--- src/rtl/riscv32b_gpio_pkg.sv ---
// Shared constants for the riscv32b GPIO peripheral: register word offsets,
// window geometry and small mask helpers used by the register file.
// Latency: n/a (constants only). Backpressure: n/a.
package riscv32b_gpio_pkg;

  // The peripheral occupies one 32-byte window: eight 32-bit registers.
  localparam int WIN_BYTES = 32;
  localparam int WIN_LSB   = $clog2(WIN_BYTES);

  // Register offsets as word indices (byte address bits [4:2]).
  localparam logic [2:0] OFF_OUT  = 3'd0;
  localparam logic [2:0] OFF_DIR  = 3'd1;
  localparam logic [2:0] OFF_IN   = 3'd2;
  localparam logic [2:0] OFF_IEN  = 3'd3;
  localparam logic [2:0] OFF_EDGE = 3'd4;
  localparam logic [2:0] OFF_STAT = 3'd5;
  localparam logic [2:0] OFF_SET  = 3'd6;
  localparam logic [2:0] OFF_CLR  = 3'd7;

  // Ones in the bit positions that correspond to real pins. Written as a
  // loop so that a full 32-pin build needs no zero-width replication.
  function automatic logic [31:0] pin_mask(input int w);
    logic [31:0] m;
    m = '0;
    for (int i = 0; i < 32; i++) begin
      if (i < w) m[i] = 1'b1;
    end
    return m;
  endfunction

  // Expand the four byte-lane strobes into a 32-bit bit mask.
  function automatic logic [31:0] lane_mask(input logic [3:0] lanes);
    return {{8{lanes[3]}}, {8{lanes[2]}}, {8{lanes[1]}}, {8{lanes[0]}}};
  endfunction

endpackage

--- src/rtl/riscv32b_gpio_if.sv ---
// Data-bus bundle between the riscv32b core side and a memory-mapped peer.
// Latency: n/a (wiring only). Backpressure: none; the bus never stalls.
// Ports: addr/mem_rd/mem_wr/data_wr0..3 from master, data_rd/sel from slave.
interface riscv32b_gpio_if;
  logic [31:0] addr;      // byte address
  logic        mem_rd;    // read strobe
  logic [3:0]  mem_wr;    // byte-lane write strobes
  logic [7:0]  data_wr0;  // write data bits 7:0
  logic [7:0]  data_wr1;  // write data bits 15:8
  logic [7:0]  data_wr2;  // write data bits 23:16
  logic [7:0]  data_wr3;  // write data bits 31:24
  logic [31:0] data_rd;   // registered read data
  logic        sel;       // address falls in the slave's window

  modport master (
    output addr, mem_rd, mem_wr, data_wr0, data_wr1, data_wr2, data_wr3,
    input  data_rd, sel
  );

  modport slave (
    input  addr, mem_rd, mem_wr, data_wr0, data_wr1, data_wr2, data_wr3,
    output data_rd, sel
  );
endinterface

--- src/rtl/riscv32b_sync.sv ---
// Multi-flop synchroniser for a bus of independent asynchronous bits.
// Latency: STAGES clk cycles. Backpressure: none.
// Ports: clk, rst (sync, active-high), d (async in), q (synchronised out).
module riscv32b_sync #(
  parameter int WIDTH  = 8,
  parameter int STAGES = 2
) (
  input  logic             clk,
  input  logic             rst,
  input  logic [WIDTH-1:0] d,
  output logic [WIDTH-1:0] q
);

  logic [WIDTH-1:0] stage_q [STAGES];
  logic [WIDTH-1:0] stage_d [STAGES];

  always_comb begin
    stage_d[0] = d;
    for (int i = 1; i < STAGES; i++) begin
      stage_d[i] = stage_q[i-1];
    end
  end

  always_ff @(posedge clk) begin
    if (rst) begin
      for (int i = 0; i < STAGES; i++) stage_q[i] <= '0;
    end else begin
      for (int i = 0; i < STAGES; i++) stage_q[i] <= stage_d[i];
    end
  end

  assign q = stage_q[STAGES-1];

endmodule

--- src/rtl/riscv32b_gpio.sv ---
// Memory-mapped GPIO: direction, atomic set/clear, synchronised inputs and
// per-pin edge interrupts with W1C status. Read data 1 cycle after mem_rd;
// writes land on the strobe edge. Backpressure: none, every access completes.
// Ports: clk, rst (sync, active-high), bus (slave modport), gpio_i (async),
// gpio_o / gpio_oe (pin drive), irq (registered level).
module riscv32b_gpio
  import riscv32b_gpio_pkg::*;
#(
  parameter int          GPIO_W      = 8,
  parameter logic [31:0] BASE_ADDR   = 32'h0000_0400,
  parameter int          SYNC_STAGES = 2
) (
  input  logic              clk,
  input  logic              rst,
  riscv32b_gpio_if.slave    bus,
  input  logic [GPIO_W-1:0] gpio_i,
  output logic [GPIO_W-1:0] gpio_o,
  output logic [GPIO_W-1:0] gpio_oe,
  output logic              irq
);

  localparam logic [31:0] PMASK   = pin_mask(GPIO_W);
  localparam int          BLANK_W = $clog2(SYNC_STAGES + 2);
  localparam logic [BLANK_W-1:0] BLANK_LOAD = BLANK_W'(SYNC_STAGES + 1);

  // ---------------------------------------------------------------- decode
  logic        sel;
  logic [2:0]  offset;
  logic [31:0] wdata;
  logic [31:0] wmask;
  logic        wr_en;
  logic        unused_addr_lsbs;

  assign sel    = (bus.addr[31:WIN_LSB] == BASE_ADDR[31:WIN_LSB]);
  assign offset = bus.addr[WIN_LSB-1:2];
  assign wdata  = {bus.data_wr3, bus.data_wr2, bus.data_wr1, bus.data_wr0};
  // Lanes that are strobed and bits that map to real pins.
  assign wmask  = lane_mask(bus.mem_wr) & PMASK;
  assign wr_en  = sel & (|bus.mem_wr);
  assign bus.sel = sel;
  // Byte offset within a word carries no meaning for word registers.
  assign unused_addr_lsbs = ^bus.addr[1:0];

  // -------------------------------------------------------------- registers
  logic [31:0] out_q,      out_d;
  logic [31:0] dir_q,      dir_d;
  logic [31:0] ien_q,      ien_d;
  logic [31:0] edge_sel_q, edge_sel_d;
  logic [31:0] stat_q,     stat_d;
  logic [31:0] data_rd_q,  data_rd_d;
  logic        irq_q,      irq_d;
  logic [BLANK_W-1:0] blank_q, blank_d;
  logic [GPIO_W-1:0]  s_dly_q, s_dly_d;

  // ------------------------------------------------------------ input path
  logic [GPIO_W-1:0] s;
  logic [GPIO_W-1:0] rise;
  logic [GPIO_W-1:0] fall;
  logic [GPIO_W-1:0] ev;
  logic [31:0]       w1c_mask;

  riscv32b_sync #(
    .WIDTH  (GPIO_W),
    .STAGES (SYNC_STAGES)
  ) u_sync (
    .clk (clk),
    .rst (rst),
    .d   (gpio_i),
    .q   (s)
  );

  assign s_dly_d = s;
  assign rise    = s & ~s_dly_q;
  assign fall    = ~s & s_dly_q;

  // After reset the sync chain fills with whatever the pins hold; a pin
  // that was high through reset would otherwise look like a rising edge.
  // Events are suppressed until the chain and s_dly have both settled.
  always_comb begin
    blank_d = blank_q;
    if (blank_q != '0) blank_d = blank_q - 1'b1;
  end

  always_comb begin
    ev = (edge_sel_q[GPIO_W-1:0] & fall) | (~edge_sel_q[GPIO_W-1:0] & rise);
    if (blank_q != '0) ev = '0;
  end

  // ------------------------------------------------------ register writes
  always_comb begin
    out_d      = out_q;
    dir_d      = dir_q;
    ien_d      = ien_q;
    edge_sel_d = edge_sel_q;
    w1c_mask   = '0;
    if (wr_en) begin
      case (offset)
        OFF_OUT:  out_d      = (out_q & ~wmask) | (wdata & wmask);
        OFF_DIR:  dir_d      = (dir_q & ~wmask) | (wdata & wmask);
        OFF_IEN:  ien_d      = (ien_q & ~wmask) | (wdata & wmask);
        OFF_EDGE: edge_sel_d = (edge_sel_q & ~wmask) | (wdata & wmask);
        OFF_STAT: w1c_mask   = wdata & wmask;
        OFF_SET:  out_d      = out_q | (wdata & wmask);
        OFF_CLR:  out_d      = out_q & ~(wdata & wmask);
        default:  ;
      endcase
    end
  end

  // A fresh event beats a W1C of the same bit in the same cycle.
  assign stat_d = (stat_q & ~w1c_mask) | 32'(ev);
  assign irq_d  = |(stat_q & ien_q);

  // -------------------------------------------------------------- read mux
  logic [31:0] rdata;

  always_comb begin
    rdata = '0;
    case (offset)
      OFF_OUT:  rdata = out_q;
      OFF_DIR:  rdata = dir_q;
      OFF_IN:   rdata = 32'(s);
      OFF_IEN:  rdata = ien_q;
      OFF_EDGE: rdata = edge_sel_q;
      OFF_STAT: rdata = stat_q;
      default:  rdata = '0;
    endcase
  end

  always_comb begin
    data_rd_d = data_rd_q;
    if (bus.mem_rd && sel) data_rd_d = rdata;
  end

  // ------------------------------------------------------------- state regs
  always_ff @(posedge clk) begin
    if (rst) begin
      out_q      <= '0;
      dir_q      <= '0;
      ien_q      <= '0;
      edge_sel_q <= '0;
      stat_q     <= '0;
      data_rd_q  <= '0;
      irq_q      <= 1'b0;
      s_dly_q    <= '0;
      blank_q    <= BLANK_LOAD;
    end else begin
      out_q      <= out_d;
      dir_q      <= dir_d;
      ien_q      <= ien_d;
      edge_sel_q <= edge_sel_d;
      stat_q     <= stat_d;
      data_rd_q  <= data_rd_d;
      irq_q      <= irq_d;
      s_dly_q    <= s_dly_d;
      blank_q    <= blank_d;
    end
  end

  assign gpio_o      = out_q[GPIO_W-1:0];
  assign gpio_oe     = dir_q[GPIO_W-1:0];
  assign irq         = irq_q;
  assign bus.data_rd = data_rd_q;

endmodule

--- src/flat_wrapper.sv ---
// flat-port wrapper written by rule: the top's interface ports become plain ports
module riscv32b_gpio_flat import riscv32b_gpio_pkg::*;
#(
  parameter int          GPIO_W      = 8,
  parameter logic [31:0] BASE_ADDR   = 32'h0000_0400,
  parameter int          SYNC_STAGES = 2
)
  (clk, rst, gpio_i, gpio_o, gpio_oe, irq, bus_addr, bus_mem_rd, bus_mem_wr, bus_data_wr0, bus_data_wr1, bus_data_wr2, bus_data_wr3, bus_data_rd, bus_sel);
  riscv32b_gpio_if bus_i ();
  input  logic clk;
  input  logic rst;
  input  logic [GPIO_W-1:0] gpio_i;
  output logic [GPIO_W-1:0] gpio_o;
  output logic [GPIO_W-1:0] gpio_oe;
  output logic irq;
  input wire logic [$bits(bus_i.addr)-1:0] bus_addr;
  input wire logic [$bits(bus_i.mem_rd)-1:0] bus_mem_rd;
  input wire logic [$bits(bus_i.mem_wr)-1:0] bus_mem_wr;
  input wire logic [$bits(bus_i.data_wr0)-1:0] bus_data_wr0;
  input wire logic [$bits(bus_i.data_wr1)-1:0] bus_data_wr1;
  input wire logic [$bits(bus_i.data_wr2)-1:0] bus_data_wr2;
  input wire logic [$bits(bus_i.data_wr3)-1:0] bus_data_wr3;
  output wire logic [$bits(bus_i.data_rd)-1:0] bus_data_rd;
  output wire logic [$bits(bus_i.sel)-1:0] bus_sel;
  assign bus_i.addr = bus_addr;
  assign bus_i.mem_rd = bus_mem_rd;
  assign bus_i.mem_wr = bus_mem_wr;
  assign bus_i.data_wr0 = bus_data_wr0;
  assign bus_i.data_wr1 = bus_data_wr1;
  assign bus_i.data_wr2 = bus_data_wr2;
  assign bus_i.data_wr3 = bus_data_wr3;
  assign bus_data_rd = bus_i.data_rd;
  assign bus_sel = bus_i.sel;
  riscv32b_gpio #(.GPIO_W(GPIO_W), .BASE_ADDR(BASE_ADDR), .SYNC_STAGES(SYNC_STAGES)) u_core (.clk(clk), .rst(rst), .bus(bus_i), .gpio_i(gpio_i), .gpio_o(gpio_o), .gpio_oe(gpio_oe), .irq(irq));
endmodule
--- config.mk ---
export PLATFORM = sky130hd
export DESIGN_NAME = riscv32b_gpio_flat
export DESIGN_NICKNAME = d
export VERILOG_FILES = /design/src/rtl/riscv32b_gpio_pkg.sv /design/src/rtl/riscv32b_gpio_if.sv /design/src/rtl/riscv32b_sync.sv /design/src/rtl/riscv32b_gpio.sv /design/src/flat_wrapper.sv
export SDC_FILE = /design/constraint.sdc
export NUM_CORES = 1
export LEC_CHECK = 0
export BUFFER_PORTS_ARGS = -buffer_cell sky130_fd_sc_hd__buf_2
export CORE_ASPECT_RATIO = 1.4
export CORE_MARGIN = 3
export CORE_UTILIZATION = 46
export CTS_CLUSTER_DIAMETER = 60
export DETAILED_ROUTE_END_ITERATION = 12
export PLACE_DENSITY = 0.77
export SYNTH_ARGS = -nofsm -noshare
export SYNTH_HDL_FRONTEND = slang
export SYNTH_SLANG_ARGS = --single-unit
--- constraint.sdc ---
create_clock -name clk -period 2.3 [get_ports clk]
set_clock_uncertainty 0.1 [all_clocks]
set_input_delay 0.69 -clock clk [delete_from_list [all_inputs] [get_ports clk]]
set_output_delay 0.69 -clock clk [all_outputs]
set_load 0.02 [all_outputs]
==> flow_summary.json, run 1 <==
{
  "vias": 3633,
  "fp.dieW_microns": 83.0,
  "hp-class": "reg -> reg",
  "ant_nets": 0,
  "wl_per_cell_microns": 17.3,
  "path_class": "in -> out",
  "final.setup.tns_ns": -0.0689,
  "synth_mux_area_share_pct": 5.34,
  "ir_drop_uv": 408,
  "setup_ws_ns": -0.0689,
  "overflow": 0,
  "htreeDepth": 3,
  "dr.first_iter.drc_count": 414,
  "syn_inst": 429,
  "ctsHoldBuffers": 0,
  "die_area_sq_um": 9450,
  "relSlewSlack_pct": 57.4,
  "gp_congestion": 0.940,
  "p_leak_nw": 1.82,
  "wl_microns": 10800,
  "layout.cells.non_filler": 623,
  "grt_start_max_net_pins": 43,
  "mostFrequentLayoutCell": "dfxtp_1",
  "ys.flop_type": "dfxtp_1",
  "fill_cells": 716,
  "vias_per_cell": 5.83,
  "cp-end-kind": "output port",
  "dr.pass1.iters": 5,
  "fin_nets": 598,
  "mostFrequentLayoutCells": "dfxtp_1 (75), buf_2 (74), a21oi_1 (50)",
  "period_needed_ns": 2.37,
  "maxCapViolCount": 0,
  "drc_errors": 0,
  "p_total_mw": 2.63,
  "synth_edf_count": 0,
  "async_flop_share_pct": 0,
  "power.density_nw_per_um2": 570,
  "yosysSeqAreaShare_pct": 39.3,
  "clk_pin_slew_ns": 0.06,
  "placed_cells": 606,
  "p_int_mw": 1.97,
  "synth-simple-area-share_pct": 24.5,
  "cp.arrival_ns": 1.58,
  "violations": "setup timing",
  "ys_seq_elements": 75,
  "worst_pin_slew_ns": 0.639,
  "syn_area_sq_um": 3820,
  "coreArea_sq_um": 7890,
  "start_kind": "input port",
  "swShare_pct": 25.0,
  "ys_types": 52,
  "power_switching_mw": 0.658,
  "drive_gt1_share_pct": 27.0,
  "clk_latency_ns": 0.35,
  "fmax_mhz": 422,
  "worstHoldStart": "u_core.u_sync.stage_q[0][2]",
  "avgSynthCellArea_sq_um": 8.90,
  "status": "finished, violations left",
  "grt_pass1_vias": 3253,
  "synth_fa_ha_area_share_pct": 0.328,
  "root_buffer": "clkbuf_8",
  "clockBufferDepth": 2,
  "finalCritPeriodShare_pct": 103,
  "tritoncts": "built",
  "crit_required_ns": 1.51,
  "synth-xor-area-share_pct": 0.229,
  "synth_compound_area_share_pct": 20.5,
  "area_delta_synth_final_pct": 20.8,
  "clock_sinks": 75,
  "power_frac_comb_pct": 11.5,
  "dpl_worst_slack_ns": -0.135,
  "die_y_microns": 114,
  "cp_max_fo": 2,
  "start_util_pct": 48.4,
  "grt_pass1_wl_microns": 17300,
  "rows": 38,
  "finalHoldViolCount": 0,
  "grtUsageTotal_pct": 22.9,
  "critPathLaunch": "bus_addr[30]",
  "setup_viol": 1,
  "io_buffer_count": 78,
  "rsz0062_at_grt": "true",
  "dp_hpwl_microns": 7770,
  "power_frac_clock_pct": 37.6,
  "seq_power_share_pct": 50.9,
  "final_util_pct": 58.4,
  "num_antenna_cells": 0,
  "synth_top_family_by_area": "simple AND/OR/NAND/NOR gates",
  "cts_buffers": 9,
  "io_pins": 129,
  "antenna_found_initial": 0,
  "ys.warnings.count": 0,
  "finalMaxSlewViolations": 0
}
cells in the mapped netlist, types with 9 or more instances:
cell	count	area share, %
dfxtp_1	75	39
a21oi_1	50	6.6
nor2b_1	42	6.9
buf_4	25	4.9
nand3_1	25	3.3
o21ai_0	22	2.9
clkbuf_1	21	2.1
o21ai_1	14	1.8
nand4_1	12	2.0
inv_1	11	1.1
nand2_1	10	0.98
nor3_1	10	1.3
nor3b_1	9	1.8
o41ai_1	9	2.1
worst max-delay path, cell delays in order:
cell	delay [ns]
buf_2	0.11
nor4_4	0.34
nand4_4	0.16
nor3_4	0.14
buf_6	0.13
routing by layer:
metal | GRT usage (%) | share of wire, %
met2 | 37.8 | 47
met4 | 11.9 | 5.3
met3 | 5.35 | 8.7
met5 | 0 | 0
met1 | 27.9 | 39
power by group through the flow:
stage	Combinational [mW]	Sequential [mW]	Clock (mW)
detailed placement	0.293	1.37	0
floorplan	0.205	1.36	0
CTS	0.298	1.34	1.02
global route	0.329	1.34	1.07
finish	0.302	1.34	0.988
global placement	0.287	1.37	0
worst paths after layout:
path	endpoint	slack (ns)	depth (start not counted)
setup / recovery	bus_sel	-0.07	5
hold / removal	u_core.u_sync.stage_q[0][10]	0.34	1
setup reg to reg	u_core.bus.data_rd[5]	0.81	4
hold reg to reg	u_core.u_sync.stage_q[0][10]	0.34	1
area by class of cell:
class / instances / area [sq um] / area share (%)
clock inverter: 2 / 35.0 / 0.759
timing repair buffer: 112 / 671 / 14.5
clock buffer: 14 / 153 / 3.31
tap: 100 / 125 / 2.71
inverter: 12 / 45.0 / 0.976
multi-input combinational: 308 / 2080 / 45.2
sequential: 75 / 1500 / 32.5
per-stage QoR:
| step | area (sq um) | hold slack, ns |
|---|---|---|
| 3_3_place_gp | 4390 | 0.316 |
| 3_5_place_dp | 4390 | 0.320 |
| 4_1_cts | 4600 | 0.337 |
| 6_report | 4610 | 0.335 |
| 2_1_floorplan | 3960 | 0.314 |
| 5_1_grt | 4610 | 0.346 |
cell families (layout without fill, tap and decap cells):
kind of cell / Yosys count / in the layout
compound gates: 127 / 127
xor+xnor: 1 / 1
fa+ha+maj: 1 / 1
buf+inv: 69 / 140
flops: 75 / 75
mux: 17 / 17
other cells: 1 / 24
simple gates: 138 / 138
timing repair:
item,in CTS,in global routing
resized for setup,4,1
hold endpoints to repair,0,0
pin swaps,3,3
setup buffers,0,1
setup endpoints to repair,1,1
No activity file was read; power rests on OpenSTA's default activity.
==> run 2, diff against run 1 <==
--- a/config.mk
+++ b/config.mk
@@ -5,13 +5,15 @@
 export SDC_FILE = /design/constraint.sdc
 export NUM_CORES = 1
 export LEC_CHECK = 0
+export ABC_AREA = 1
 export BUFFER_PORTS_ARGS = -buffer_cell sky130_fd_sc_hd__buf_2
 export CORE_ASPECT_RATIO = 1.4
 export CORE_MARGIN = 3
 export CORE_UTILIZATION = 46
 export CTS_CLUSTER_DIAMETER = 60
 export DETAILED_ROUTE_END_ITERATION = 12
-export PLACE_DENSITY = 0.77
+export GPL_ROUTABILITY_DRIVEN = 0
+export PLACE_DENSITY = 0.76
 export SYNTH_ARGS = -nofsm -noshare
 export SYNTH_HDL_FRONTEND = slang
 export SYNTH_SLANG_ARGS = --single-unit
==> flow_summary.json, run 2 <==
{
  "seq_power_share_pct": 43.4,
  "wl_met2_microns": 5410,
  "rows": 39,
  "grt_start_max_net_pins": 34,
  "fp.dieW_microns": 84.3,
  "dp_hpwl_microns": 8270,
  "clock_sinks": 75,
  "start_kind": "input port",
  "worstHoldStart": "u_core.u_sync.stage_q[0][4]",
  "power_frac_comb_pct": 9.5,
  "drc_errors": 0,
  "crit_family": "simple AND/OR/NAND/NOR gates",
  "vias": 4219,
  "antenna_found_initial": 0,
  "clk_pin_slew_ns": 0.06,
  "synthTopCellsByCount": "nor2_1 (131), nand2_1 (128), dfxtp_1 (75)",
  "clk_latency_ns": 0.34,
  "path_class": "in -> out",
  "synth_top_family_by_area": "simple AND/OR/NAND/NOR gates",
  "die_area_sq_um": 9740,
  "avgSynthCellArea_sq_um": 6.48,
  "status": "finished clean",
  "yosysSeqAreaShare_pct": 38.1,
  "dr.first_iter.drc_count": 340,
  "cp.arrival_ns": 1.43,
  "crit_path_max_incr_delay_ns": 0.14,
  "overflow": 0,
  "placed_area_sq_um": 4480,
  "setup_viol": 0,
  "finalMaxSlewViolations": 0,
  "reg2reg_from": "u_core.blank_q[0]",
  "vias_per_cell": 5.19,
  "hold_depth": 2,
  "post-cts-setup-buffers": 0,
  "mostFrequentLayoutCells": "nor2_1 (129), nand2_1 (127), buf_2 (77)",
  "slowest_stage": "buf_4",
  "yosysTopAreaCellShare_pct": 38.1,
  "r2r-end": "u_core.stat_q[1]",
  "dr_wl_met3_microns": 806,
  "htreeDepth": 3,
  "tritoncts": "built",
  "synthTopCellsByArea": "dfxtp_1 (38%), nor2_1 (12%), nand2_1 (12%), inv_1 (6.4%), o21ai_0 (5.5%)",
  "synth-xor-area-share_pct": 0,
  "ys.warnings.count": 0,
  "hp-class": "reg -> reg",
  "synth_top_area_cell": "dfxtp_1",
  "coreArea_sq_um": 8250,
  "wl_per_cell_microns": 13.6,
  "final_util_pct": 58.3,
  "min_to": "u_core.u_sync.stage_q[0][12]",
  "swShare_pct": 24.7,
  "r2r_slack_ns": 1.02,
  "finalCritPeriodShare_pct": 96.7,
  "power_frac_clock_pct": 47.2,
  "die_y_microns": 116,
  "synth-simple-area-share_pct": 38.1,
  "power.density_nw_per_um2": 641,
  "drive_gt1_share_pct": 20.0,
  "ys_types": 28,
  "crit_buf_inv": 2,
  "synth_mux_area_share_pct": 0,
  "syn_inst": 609,
  "period_needed_ns": 2.22,
  "clockBufferDepth": 2,
  "start_util_pct": 47.8,
  "dr.pass1.iters": 5,
  "ys.flop_type": "dfxtp_1",
  "synth_compound_area_share_pct": 9.67,
  "finalHoldViolCount": 0,
  "io_buffer_count": 78,
  "cp_cell_sequence": "buf_2, nor2_1, nand2_1, nor2_2, nand2_2, nor2_4, buf_4",
  "final.setup.tns_ns": 0,
  "io_pins": 129,
  "wl_met1_microns": 4200,
  "cts_buffers": 9,
  "ant_nets": 0,
  "power_switching_mw": 0.761,
  "synth.most_common_cell": "nor2_1",
  "root_buffer": "clkbuf_16",
  "grt_pass1_vias": 3946,
  "cp-end-kind": "output port",
  "async_flop_share_pct": 0,
  "crit_required_ns": 1.51,
  "cp_max_fo": 2,
  "num_antenna_cells": 0,
  "ys_seq_elements": 75,
  "ctsHoldBuffers": 0,
  "area_delta_synth_final_pct": 21.9,
  "wl_microns": 11100,
  "maxCapViolCount": 0,
  "synth_edf_count": 0,
  "grt_pass1_wl_microns": 17700,
  "rsz0062_at_grt": "false",
  "ir_drop_uv": 458,
  "highest_layer": "met4",
  "stdcell_area_sq_um": 4810,
  "fmax_mhz": 450,
  "p_int_mw": 2.32,
  "p_leak_nw": 2.16,
  "mostFrequentLayoutCell": "nor2_1",
  "reg2reg_depth": 4,
  "syn_area_sq_um": 3950,
  "synth_fa_ha_area_share_pct": 0.317,
  "fin_nets": 786,
  "grtUsageTotal_pct": 22.8
}
[run 2: cell count changes in the layout (fill, tap and decap cells not counted), sizes merged, moves of 9 or more]
| cell | delta |
|---|---|
| o21ai | +10 |
| o41ai | -9 |
| nand3 | +18 |
| inv | +60 |
| nor3b | -9 |
| nor2 | +135 |
| a21oi | -29 |
| nor2b | -42 |
| nand4 | +10 |
| nand2 | +120 |
[run 2: power groups by stage]
stage / Sequential, mW / Clock [mW] / Combinational (mW)
finish: 1.34 / 1.45 / 0.292
global route: 1.34 / 1.52 / 0.328
CTS: 1.34 / 1.47 / 0.288
detailed placement: 1.37 / 0 / 0.286
global placement: 1.36 / 0 / 0.279
floorplan: 1.36 / 0 / 0.207
[run 2: cells by family (layout without fill, tap and decap cells)]
logic type / Yosys count / in the layout
AO/OA/AOI/OAI: 73 / 73
other: 1 / 24
AND/OR/NAND/NOR: 345 / 345
adder cells (fa/ha/maj): 1 / 1
buffers and inverters: 114 / 193
flip-flops: 75 / 75
[run 2: layout make-up]
type                    instances  area [sq um]
flip-flops and latches         75          1500
repair buffers                106           603
well taps                     102           128
multi-input cells             443          2000
inverters                      71           267
clock buffers                  11           253
clock inverters                 5          60.1
fillers                       800          3440
[run 2: tightest hold or removal path, stage by stage (launching register included)]
cell and delay, ns:
dfxtp_1 0.29, inv_1 0.04, nor2_1 0.03
[run 2: metrics by stage]
step	hold slack, ns	total power [mW]	worst slack [ns]	cells
2_1_floorplan	0.288	1.57	0.0532	632
3_5_place_dp	0.292	1.65	0.0255	797
6_report	0.299	3.08	0.0760	813
4_1_cts	0.300	3.10	0.0202	813
5_1_grt	0.319	3.19	0.0108	813
3_3_place_gp	0.289	1.64	0.0627	797
[run 2: worst max-delay path by stage]
stage | from | to | depth (start not counted)
after floorplan | bus_addr[28] | bus_sel | 6
after global placement | bus_addr[28] | bus_sel | 7
after detailed placement | bus_addr[28] | bus_sel | 7
after CTS | bus_addr[28] | bus_sel | 7
after global routing | bus_addr[28] | bus_sel | 7
final | bus_addr[28] | bus_sel | 7
[run 2: layer usage]
layer / up-vias / global-route usage [%]
li1: 2087 / -
met1: 1869 / 24.1
met2: 216 / 40.9
met3: 47 / 3.49
met4: 0 / 17.0
met5: - / 0
[run 2: timing repair]
item	CTS	global route
setup endpoints to repair	0	1
hold endpoints to repair	0	0
resized for setup	0	4
